$ cat src/rtl/lvds_rx_pa_pkg.sv
// Shared types and constants for the LVDS receiver phase-alignment block.
package lvds_rx_pa_pkg;

  typedef enum logic [2:0] {
    StIdle,
    StWaitLock,
    StSettle,
    StSample,
    StNext,
    StEval,
    StDone,
    StFail
  } pa_state_e;

  localparam int unsigned PHASE_STEPS       = 16;
  localparam logic [3:0]  DUTYDA_DEFAULT    = 4'b1000;
  localparam logic [6:0]  TRAIN_PAT_DEFAULT = 7'b1100011;

  // Centre of a run: start + (len-1)/2, wrapping modulo 16.
  function automatic logic [3:0] run_centre(input logic [3:0] start, input logic [4:0] len);
    logic [4:0] half;
    half = (len - 5'd1) >> 1;
    return start + half[3:0];
  endfunction

endpackage

$ cat src/rtl/lvds_rx_eye_search.sv
// Longest run of ones in a 16-bit pass map, optionally circular; ties go to the lowest start.
module lvds_rx_eye_search
  import lvds_rx_pa_pkg::*;
(
  input  logic        clk,
  input  logic        rst_n,
  input  logic        start_i,
  input  logic        wrap_i,
  input  logic [15:0] map_i,
  output logic [3:0]  run_start_o,
  output logic [4:0]  run_len_o,
  output logic        valid_o
);

  logic       busy_q, busy_d, wrap_q, wrap_d, valid_q, valid_d;
  logic [4:0] idx_q, idx_d, cur_len_q, cur_len_d, best_len_q, best_len_d;
  logic [3:0] cur_start_q, cur_start_d, best_start_q, best_start_d;

  // Circular mode walks the map twice so a run crossing bit 15 -> bit 0 is seen whole;
  // run length saturates at 16 so an all-ones map reports start 0.
  always_comb begin
    busy_d       = busy_q;
    wrap_d       = wrap_q;
    valid_d      = 1'b0;
    idx_d        = idx_q;
    cur_len_d    = cur_len_q;
    cur_start_d  = cur_start_q;
    best_len_d   = best_len_q;
    best_start_d = best_start_q;
    if (start_i) begin
      busy_d       = 1'b1;
      wrap_d       = wrap_i;
      idx_d        = '0;
      cur_len_d    = '0;
      cur_start_d  = '0;
      best_len_d   = '0;
      best_start_d = '0;
    end else if (busy_q) begin
      if (map_i[idx_q[3:0]]) begin
        if (cur_len_q == 5'd0) begin
          cur_start_d = idx_q[3:0];
          cur_len_d   = 5'd1;
        end else if (cur_len_q != 5'd16) begin
          cur_len_d = cur_len_q + 5'd1;
        end
        if (cur_len_d > best_len_q) begin
          best_len_d   = cur_len_d;
          best_start_d = cur_start_d;
        end
      end else begin
        cur_len_d = '0;
      end
      idx_d = idx_q + 5'd1;
      if (idx_q == (wrap_q ? 5'd31 : 5'd15)) begin
        busy_d  = 1'b0;
        valid_d = 1'b1;
      end
    end
  end

  always_ff @(posedge clk or negedge rst_n) begin
    if (!rst_n) begin
      busy_q       <= 1'b0;
      wrap_q       <= 1'b0;
      valid_q      <= 1'b0;
      idx_q        <= '0;
      cur_len_q    <= '0;
      cur_start_q  <= '0;
      best_len_q   <= '0;
      best_start_q <= '0;
    end else begin
      busy_q       <= busy_d;
      wrap_q       <= wrap_d;
      valid_q      <= valid_d;
      idx_q        <= idx_d;
      cur_len_q    <= cur_len_d;
      cur_start_q  <= cur_start_d;
      best_len_q   <= best_len_d;
      best_start_q <= best_start_d;
    end
  end

  assign run_start_o = best_start_q;
  assign run_len_o   = best_len_q;
  assign valid_o     = valid_q;

endmodule

$ cat src/rtl/lvds_rx_phase_align.sv
// Sweeps the PLL coarse phase, scores each step on the training word and parks on the eye centre.
// Define PHASE_ALIGN_FDLY_SWEEP_EN to add a fine-delay sweep after the coarse pass.
module lvds_rx_phase_align
  import lvds_rx_pa_pkg::*;
#(
  parameter int unsigned       NUM_CH     = 4,
  parameter int unsigned       WORD_W     = 7,
  parameter logic [WORD_W-1:0] TRAIN_PAT  = WORD_W'(TRAIN_PAT_DEFAULT),
  parameter int unsigned       SETTLE_CYC = 64,
  parameter int unsigned       SAMPLE_CNT = 256
) (
  input  logic                     clk,
  input  logic                     rst_n,
  input  logic                     pll_lock,
  input  logic                     start,
  input  logic [NUM_CH*WORD_W-1:0] rx_data,
  output logic [3:0]               psda,
  output logic [3:0]               dutyda,
  output logic [3:0]               fdly,
  output logic                     busy,
  output logic                     done,
  output logic                     fail,
  output logic [3:0]               best_phase,
  output logic [4:0]               eye_width,
  output logic [15:0]              phase_ok_map
);

`ifdef PHASE_ALIGN_FDLY_SWEEP_EN
  localparam bit FineSweepEn = 1'b1;
`else
  localparam bit FineSweepEn = 1'b0;
`endif

  localparam int unsigned CntMax   = (SETTLE_CYC > SAMPLE_CNT) ? SETTLE_CYC : SAMPLE_CNT;
  localparam int unsigned CntW     = $clog2(CntMax + 1);
  localparam logic [3:0]  LastStep = 4'(PHASE_STEPS - 1);

  pa_state_e   state_q, state_d;
  logic [3:0]  psda_q, psda_d, fdly_q, fdly_d, best_phase_q, best_phase_d;
  logic [4:0]  eye_width_q, eye_width_d;
  logic [15:0] map_q, map_d, fmap_q, fmap_d;
  logic [CntW-1:0] cnt_q, cnt_d;
  logic        busy_q, busy_d, done_q, done_d, fail_q, fail_d;
  logic        pass_q, pass_d, fine_q, fine_d;
  logic        all_match, restart, es_start, es_valid;
  logic [3:0]  es_run_start, es_centre;
  logic [4:0]  es_run_len;

  always_comb begin
    all_match = 1'b1;
    for (int ch = 0; ch < NUM_CH; ch++) begin
      if (rx_data[ch*WORD_W +: WORD_W] != TRAIN_PAT) all_match = 1'b0;
    end
  end

  assign es_centre = run_centre(es_run_start, es_run_len);

  always_comb begin
    state_d      = state_q;
    psda_d       = psda_q;
    fdly_d       = fdly_q;
    best_phase_d = best_phase_q;
    eye_width_d  = eye_width_q;
    map_d        = map_q;
    fmap_d       = fmap_q;
    cnt_d        = cnt_q;
    busy_d       = busy_q;
    done_d       = done_q;
    fail_d       = fail_q;
    pass_d       = pass_q;
    fine_d       = fine_q;
    restart      = 1'b0;
    es_start     = 1'b0;
    unique case (state_q)
      StIdle:     restart = start;
      StWaitLock: begin
        if (pll_lock) begin
          state_d = StSettle;
          cnt_d   = '0;
        end
      end
      StSettle: begin
        if (cnt_q == CntW'(SETTLE_CYC - 1)) begin
          state_d = StSample;
          cnt_d   = '0;
          pass_d  = 1'b1;
        end else begin
          cnt_d = cnt_q + CntW'(1);
        end
      end
      StSample: begin
        pass_d = pass_q & all_match;
        if (cnt_q == CntW'(SAMPLE_CNT - 1)) state_d = StNext;
        else cnt_d = cnt_q + CntW'(1);
      end
      StNext: begin
        cnt_d = '0;
        if (fine_q) begin
          fmap_d[fdly_q] = pass_q;
          if (fdly_q != LastStep) begin
            fdly_d  = fdly_q + 4'd1;
            state_d = StSettle;
          end else begin
            state_d  = StEval;
            es_start = 1'b1;
          end
        end else begin
          map_d[psda_q] = pass_q;
          if (psda_q != LastStep) begin
            psda_d  = psda_q + 4'd1;
            state_d = StSettle;
          end else begin
            state_d  = StEval;
            es_start = 1'b1;
          end
        end
      end
      StEval: begin
        if (es_valid) begin
          if (fine_q) begin
            // A fine sweep with no passing step still reports success on the coarse result.
            fdly_d  = (es_run_len != 5'd0) ? es_centre : 4'd0;
            fine_d  = 1'b0;
            done_d  = 1'b1;
            busy_d  = 1'b0;
            state_d = StDone;
          end else if (es_run_len == 5'd0) begin
            psda_d       = '0;
            best_phase_d = '0;
            eye_width_d  = '0;
            fail_d       = 1'b1;
            busy_d       = 1'b0;
            state_d      = StFail;
          end else begin
            psda_d       = es_centre;
            best_phase_d = es_centre;
            eye_width_d  = es_run_len;
            if (FineSweepEn) begin
              fine_d  = 1'b1;
              fdly_d  = '0;
              fmap_d  = '0;
              cnt_d   = '0;
              state_d = StSettle;
            end else begin
              done_d  = 1'b1;
              busy_d  = 1'b0;
              state_d = StDone;
            end
          end
        end
      end
      StDone:  restart = start | ~pll_lock;
      StFail:  restart = start;
      default: state_d = StIdle;
    endcase

    // Losing lock mid-sweep throws away everything gathered so far.
    if (restart || (!pll_lock &&
        (state_q inside {StWaitLock, StSettle, StSample, StNext, StEval}))) begin
      state_d      = StWaitLock;
      psda_d       = '0;
      fdly_d       = '0;
      best_phase_d = '0;
      eye_width_d  = '0;
      map_d        = '0;
      fmap_d       = '0;
      cnt_d        = '0;
      pass_d       = 1'b0;
      fine_d       = 1'b0;
      busy_d       = 1'b1;
      done_d       = 1'b0;
      fail_d       = 1'b0;
    end
  end

  always_ff @(posedge clk or negedge rst_n) begin
    if (!rst_n) begin
      state_q      <= StIdle;
      psda_q       <= '0;
      fdly_q       <= '0;
      best_phase_q <= '0;
      eye_width_q  <= '0;
      map_q        <= '0;
      fmap_q       <= '0;
      cnt_q        <= '0;
      busy_q       <= 1'b0;
      done_q       <= 1'b0;
      fail_q       <= 1'b0;
      pass_q       <= 1'b0;
      fine_q       <= 1'b0;
    end else begin
      state_q      <= state_d;
      psda_q       <= psda_d;
      fdly_q       <= fdly_d;
      best_phase_q <= best_phase_d;
      eye_width_q  <= eye_width_d;
      map_q        <= map_d;
      fmap_q       <= fmap_d;
      cnt_q        <= cnt_d;
      busy_q       <= busy_d;
      done_q       <= done_d;
      fail_q       <= fail_d;
      pass_q       <= pass_d;
      fine_q       <= fine_d;
    end
  end

  lvds_rx_eye_search u_eye_search (
    .clk         (clk),
    .rst_n       (rst_n),
    .start_i     (es_start),
    .wrap_i      (~fine_q),
    .map_i       (fine_q ? fmap_q : map_q),
    .run_start_o (es_run_start),
    .run_len_o   (es_run_len),
    .valid_o     (es_valid)
  );

  assign psda         = psda_q;
  assign dutyda       = DUTYDA_DEFAULT;
  assign fdly         = fdly_q;
  assign busy         = busy_q;
  assign done         = done_q;
  assign fail         = fail_q;
  assign best_phase   = best_phase_q;
  assign eye_width    = eye_width_q;
  assign phase_ok_map = map_q;

endmodule

$ cat config.mk
export PLATFORM = sky130hd
export DESIGN_NAME = lvds_rx_phase_align
export DESIGN_NICKNAME = d
export VERILOG_FILES = /design/src/rtl/lvds_rx_pa_pkg.sv /design/src/rtl/lvds_rx_eye_search.sv /design/src/rtl/lvds_rx_phase_align.sv
export SDC_FILE = /design/constraint.sdc
export NUM_CORES = 1
export LEC_CHECK = 0
export CAP_MARGIN = 20
export CORE_MARGIN = 5
export CORE_UTILIZATION = 30
export DETAILED_ROUTE_END_ITERATION = 8
export GPL_TIMING_DRIVEN = 0
export PLACE_DENSITY_LB_ADDON = 0.2
export SKIP_CTS_REPAIR_TIMING = 1
export SLEW_MARGIN = 25
export SYNTH_ARGS = -nofsm -noshare
export SYNTH_HDL_FRONTEND = slang
export SYNTH_HIERARCHICAL = 1
export SYNTH_SLANG_ARGS = --single-unit
$ cat constraint.sdc
create_clock -name clk -period 4.6 [get_ports clk]
set_input_delay 0.92 -clock clk [delete_from_list [all_inputs] [get_ports clk]]
set_output_delay 0.92 -clock clk [all_outputs]
set_load 0.02 [all_outputs]
==> results.md <==
* Die Width at 133 µm
* Peak supply drop at ~0.18 mV
* Core area at around 15000 µm²
* Area delta synth->final at 26.2%
* Prevailing post-synth register cell: dfrtp_1
* Worst Hold Path EP: busy
* CP Data Arrival Time at 3.00 ns
* Layout Nets at roughly 600
* Worst-Skew Late Latency at 0.34 ns
* Iter 0 DRT Violations at ~260
* Pre-antenna DRT Iters at 5
* WL/cell at 15.7 µm
* Clock-pin slew on the worst setup and hold paths at ~0.06 ns
* Power Density at 302 nW/µm²
* First-pass GRT wire length at 19.9 mm
* Initial Util at 0.303
* Largest family of logic cells by synthesized area: simple AND/OR/NAND/NOR gates
* Synth Area in Adders at 0.0564
* Setup Crit Path Kind: reg2reg
* Synth top area share at 0.411
* Post-Synth XOR/XNOR Area at 0.0249
* Total number of yosys warnings at 6
* Minimum clock period at 2.77 ns
* Mux contribution to synthesized area at 0.0764
* Vias per inst at 4.99
* CTS Buf Count at 9
* RSZ-0062 raised after global routing: false
* Area after DPL at 5520 µm²
* H-tree depth at 3
* Worst Clk Skew at 0.00539 ns
* Post-route setup slack at 1.83 ns
* Hold Crit Depth at 2
* Min-Delay Path Class: reg2reg
* Status: finished clean
* Simple-Gate Fraction of Synth Area at 0.233
* Antenna fix cells at 0
* Fin. max-slew vios at 0
* Syn_area_per_cell at roughly 9.5 µm²
* Critical path launch point type: register
* CP endpoint kind: register
* Synth cell types at 68
* Number of fill cells in the layout at ~1500
* Root Driver: clkbuf_16
* # setup viols final at 0
* R2r startpoint: u_eye_search/cur_len_q[0]
* Antenna violations before repair at 0
* Detailed Route WL at 11.8 mm
* Max Freq at 361 MHz
* DR vias at between 3000 and 4000
* Residual DRC at 0
* Mapped Area at ~4600 µm²
* Worst-case reg-to-reg path depth at 13
* Worst Path Required at 4.83 ns
* Num ports at 72
* Fin. Hold Viols at 0
* Die Height at 133 µm
* I/O Buffers at 67
* GRT Resource Usage Total at 0.139
* Reg2reg end: u_eye_search/run_len_o[0]
* Grt ovf at 0
* Hold Startpoint: busy
* Std-Cell Rows at 45
* Layout cell share with drive strength beyond 1 at 0.0954
* Total clock sinks at 75
* Tcrit/Tclk final at 0.603
* Post-synth EDFFs at 0
* Headroom to the max-slew limit at 0.535
* Actual slew at the worst max-slew pin at 0.695 ns
* Post-synth top area cell: dfrtp_1
* Synth area leaders: dfrtp_1 41%, mux2i_1 5.9%, ha_1 5.2%
* Cells after Synth at 482
* Post-route design area at 5770 µm²
* TritonCTS clock tree: done
* Flop2flop setup slack at approximately 1.8 ns
* Largest net degree at the start of global routing at 48
* Peak fanout along the critical path at 6
* FF+latch count, synth at 75
* DRT antenna net count at 0
* DP Worst Slack at between 1.5 and 2 ns
* Post-synthesis sequential area ratio at 0.411
* Pleak at 2.52 nW
* CTS max path bufs at 2
* GP Congestion at 0.809
* HPWL Detailed at 8.92 mm
* MaxCap Viol Count at 0
* Post-synthesis compound-gate area fraction at 0.130
* Fraction of registers with async set/reset at 1.00
* Vias in the first global route at 3876
* Die area at 17800 µm²
synth_stat cells (3+ instances only):
library cell	number
a21oi_1	30
a311oi_1	5
a311oi_2	4
and2_1	7
and3_1	3
and3b_1	3
buf_2	6
buf_4	6
buf_6	5
clkbuf_1	16
dfrtp_1	75
ha_1	19
inv_1	21
mux2_2	3
mux2i_1	27
nand2_1	30
nand2b_1	10
nand3_1	29
nand3b_1	4
nand4_1	7
nand4b_1	6
nor2_1	53
nor2b_1	12
nor3_1	14
nor3b_1	4
o21ai_0	13
o31ai_1	3
xnor2_1	6
xor2_1	7
cell type report:
class | instances | area, µm² | share of cell area
timing repair buffer | 68 | 696 | 0.121
tap | 188 | 235 | 0.0408
inverter | 21 | 78.8 | 0.0137
sequential | 75 | 1880 | 0.325
clock buffer | 13 | 250 | 0.0434
multi-input combinational | 353 | 2410 | 0.417
buffer | 36 | 224 | 0.0388
metal layers:
metal	GRT usage	share of wire
met4	0.0566	0.019
met5	0	0
met3	0.0325	0.055
met2	0.205	0.43
met1	0.195	0.50
flip-flops by register name (all words and copies together) (netlist names):
| register | flops |
|---|---|
| phase_ok_map | 16 |
| cnt_q | 9 |
| eye_width | 5 |
| u_eye_search/cur_len_q | 5 |
| u_eye_search/idx_q | 5 |
| u_eye_search/run_len_o | 5 |
| best_phase | 4 |
| fdly | 4 |
| psda | 4 |
| u_eye_search/cur_start_q | 4 |
| u_eye_search/run_start_o | 4 |
| state_q | 3 |
| busy | 1 |
| done | 1 |
| fail | 1 |
| pass_q | 1 |
| u_eye_search/busy_q | 1 |
| u_eye_search/valid_o | 1 |
| u_eye_search/wrap_q | 1 |
kinds of logic (layout without fill, tap and decap cells):
kind of cell,after synthesis,count (layout)
simple gates,198,198
compound gates,85,85
flops,75,75
buf+inv,57,138
mux,32,32
fa+ha+maj,20,20
xor+xnor,13,13
other cells,2,5
layout by cell type (no fill, tap or decap), drive strengths merged, types with 3 or more instances in the layout:
cell type      netlist  layout
nand2b              10      10
a22oi                3       3
xor2                 7       7
nor2                55      55
o31ai                3       3
and3                 5       5
dfrtp               75      75
clkbuf              17      30
a21oi               30      30
buf                 19      21
a311oi               9       9
xnor2                6       6
nor2b               12      12
conb                 2       5
inv                 21      21
clkdlybuf4s50        0      66
and3b                3       3
o21ai               15      15
and2                 7       7
nor3                15      15
nand4                7       7
nand2               30      30
ha                  19      19
nand3               29      29
nand3b               4       4
nor3b                5       5
nand4b               6       6
mux2i               27      27
mux2                 3       3
power by group:
part           switching (W)  internal [W]  total (W)
logic               0.000271      0.000150   0.000421
registers          0.0000128      0.000682   0.000695
clock network       0.000256      0.000371   0.000628
total               0.000541       0.00120    0.00174
worst max-delay path, cell delays in order, from the launching register on:
cell,delay [ns]
dfrtp_1,0.40
inv_1,0.11
ha_1,0.16
nand2b_1,0.09
nand2b_1,0.25
nand2_1,0.11
nand2_1,0.10
ha_1,0.29
nor2b_1,0.13
o21ai_0,0.14
a21oi_1,0.10
o21ai_0,0.53
o21ai_0,0.17
o41ai_1,0.09
worst max-delay path by stage:
stage | startpoint | endpoint | depth (start not counted)
global placement | rst_n | u_eye_search/cur_len_q[2] | 1
CTS | u_eye_search/cur_len_q[0] | u_eye_search/run_len_o[0] | 13
global route | u_eye_search/cur_len_q[0] | u_eye_search/run_len_o[0] | 13
floorplan | u_eye_search/cur_len_q[0] | u_eye_search/run_start_o[1] | 14
finish | u_eye_search/cur_len_q[0] | u_eye_search/run_len_o[0] | 13
detailed placement | pll_lock | phase_ok_map[4] | 7
through the flow:
step / setup TNS [ns] / utilization / hold WS (ns) / instances / power, W
2_1_floorplan: 0 / - / 0.467 / 485 / 0.000985
3_3_place_gp: -11.37 / 0.364 / 0.462 / 740 / 0.00112
3_5_place_dp: 0 / 0.366 / 0.472 / 741 / 0.00113
4_1_cts: 0 / 0.382 / 0.485 / 754 / 0.00177
5_1_grt: 0 / 0.382 / 0.503 / 754 / 0.00184
6_report: 0 / 0.382 / 0.475 / 754 / 0.00174
Note: power is estimated with default switching activity, not from simulation.
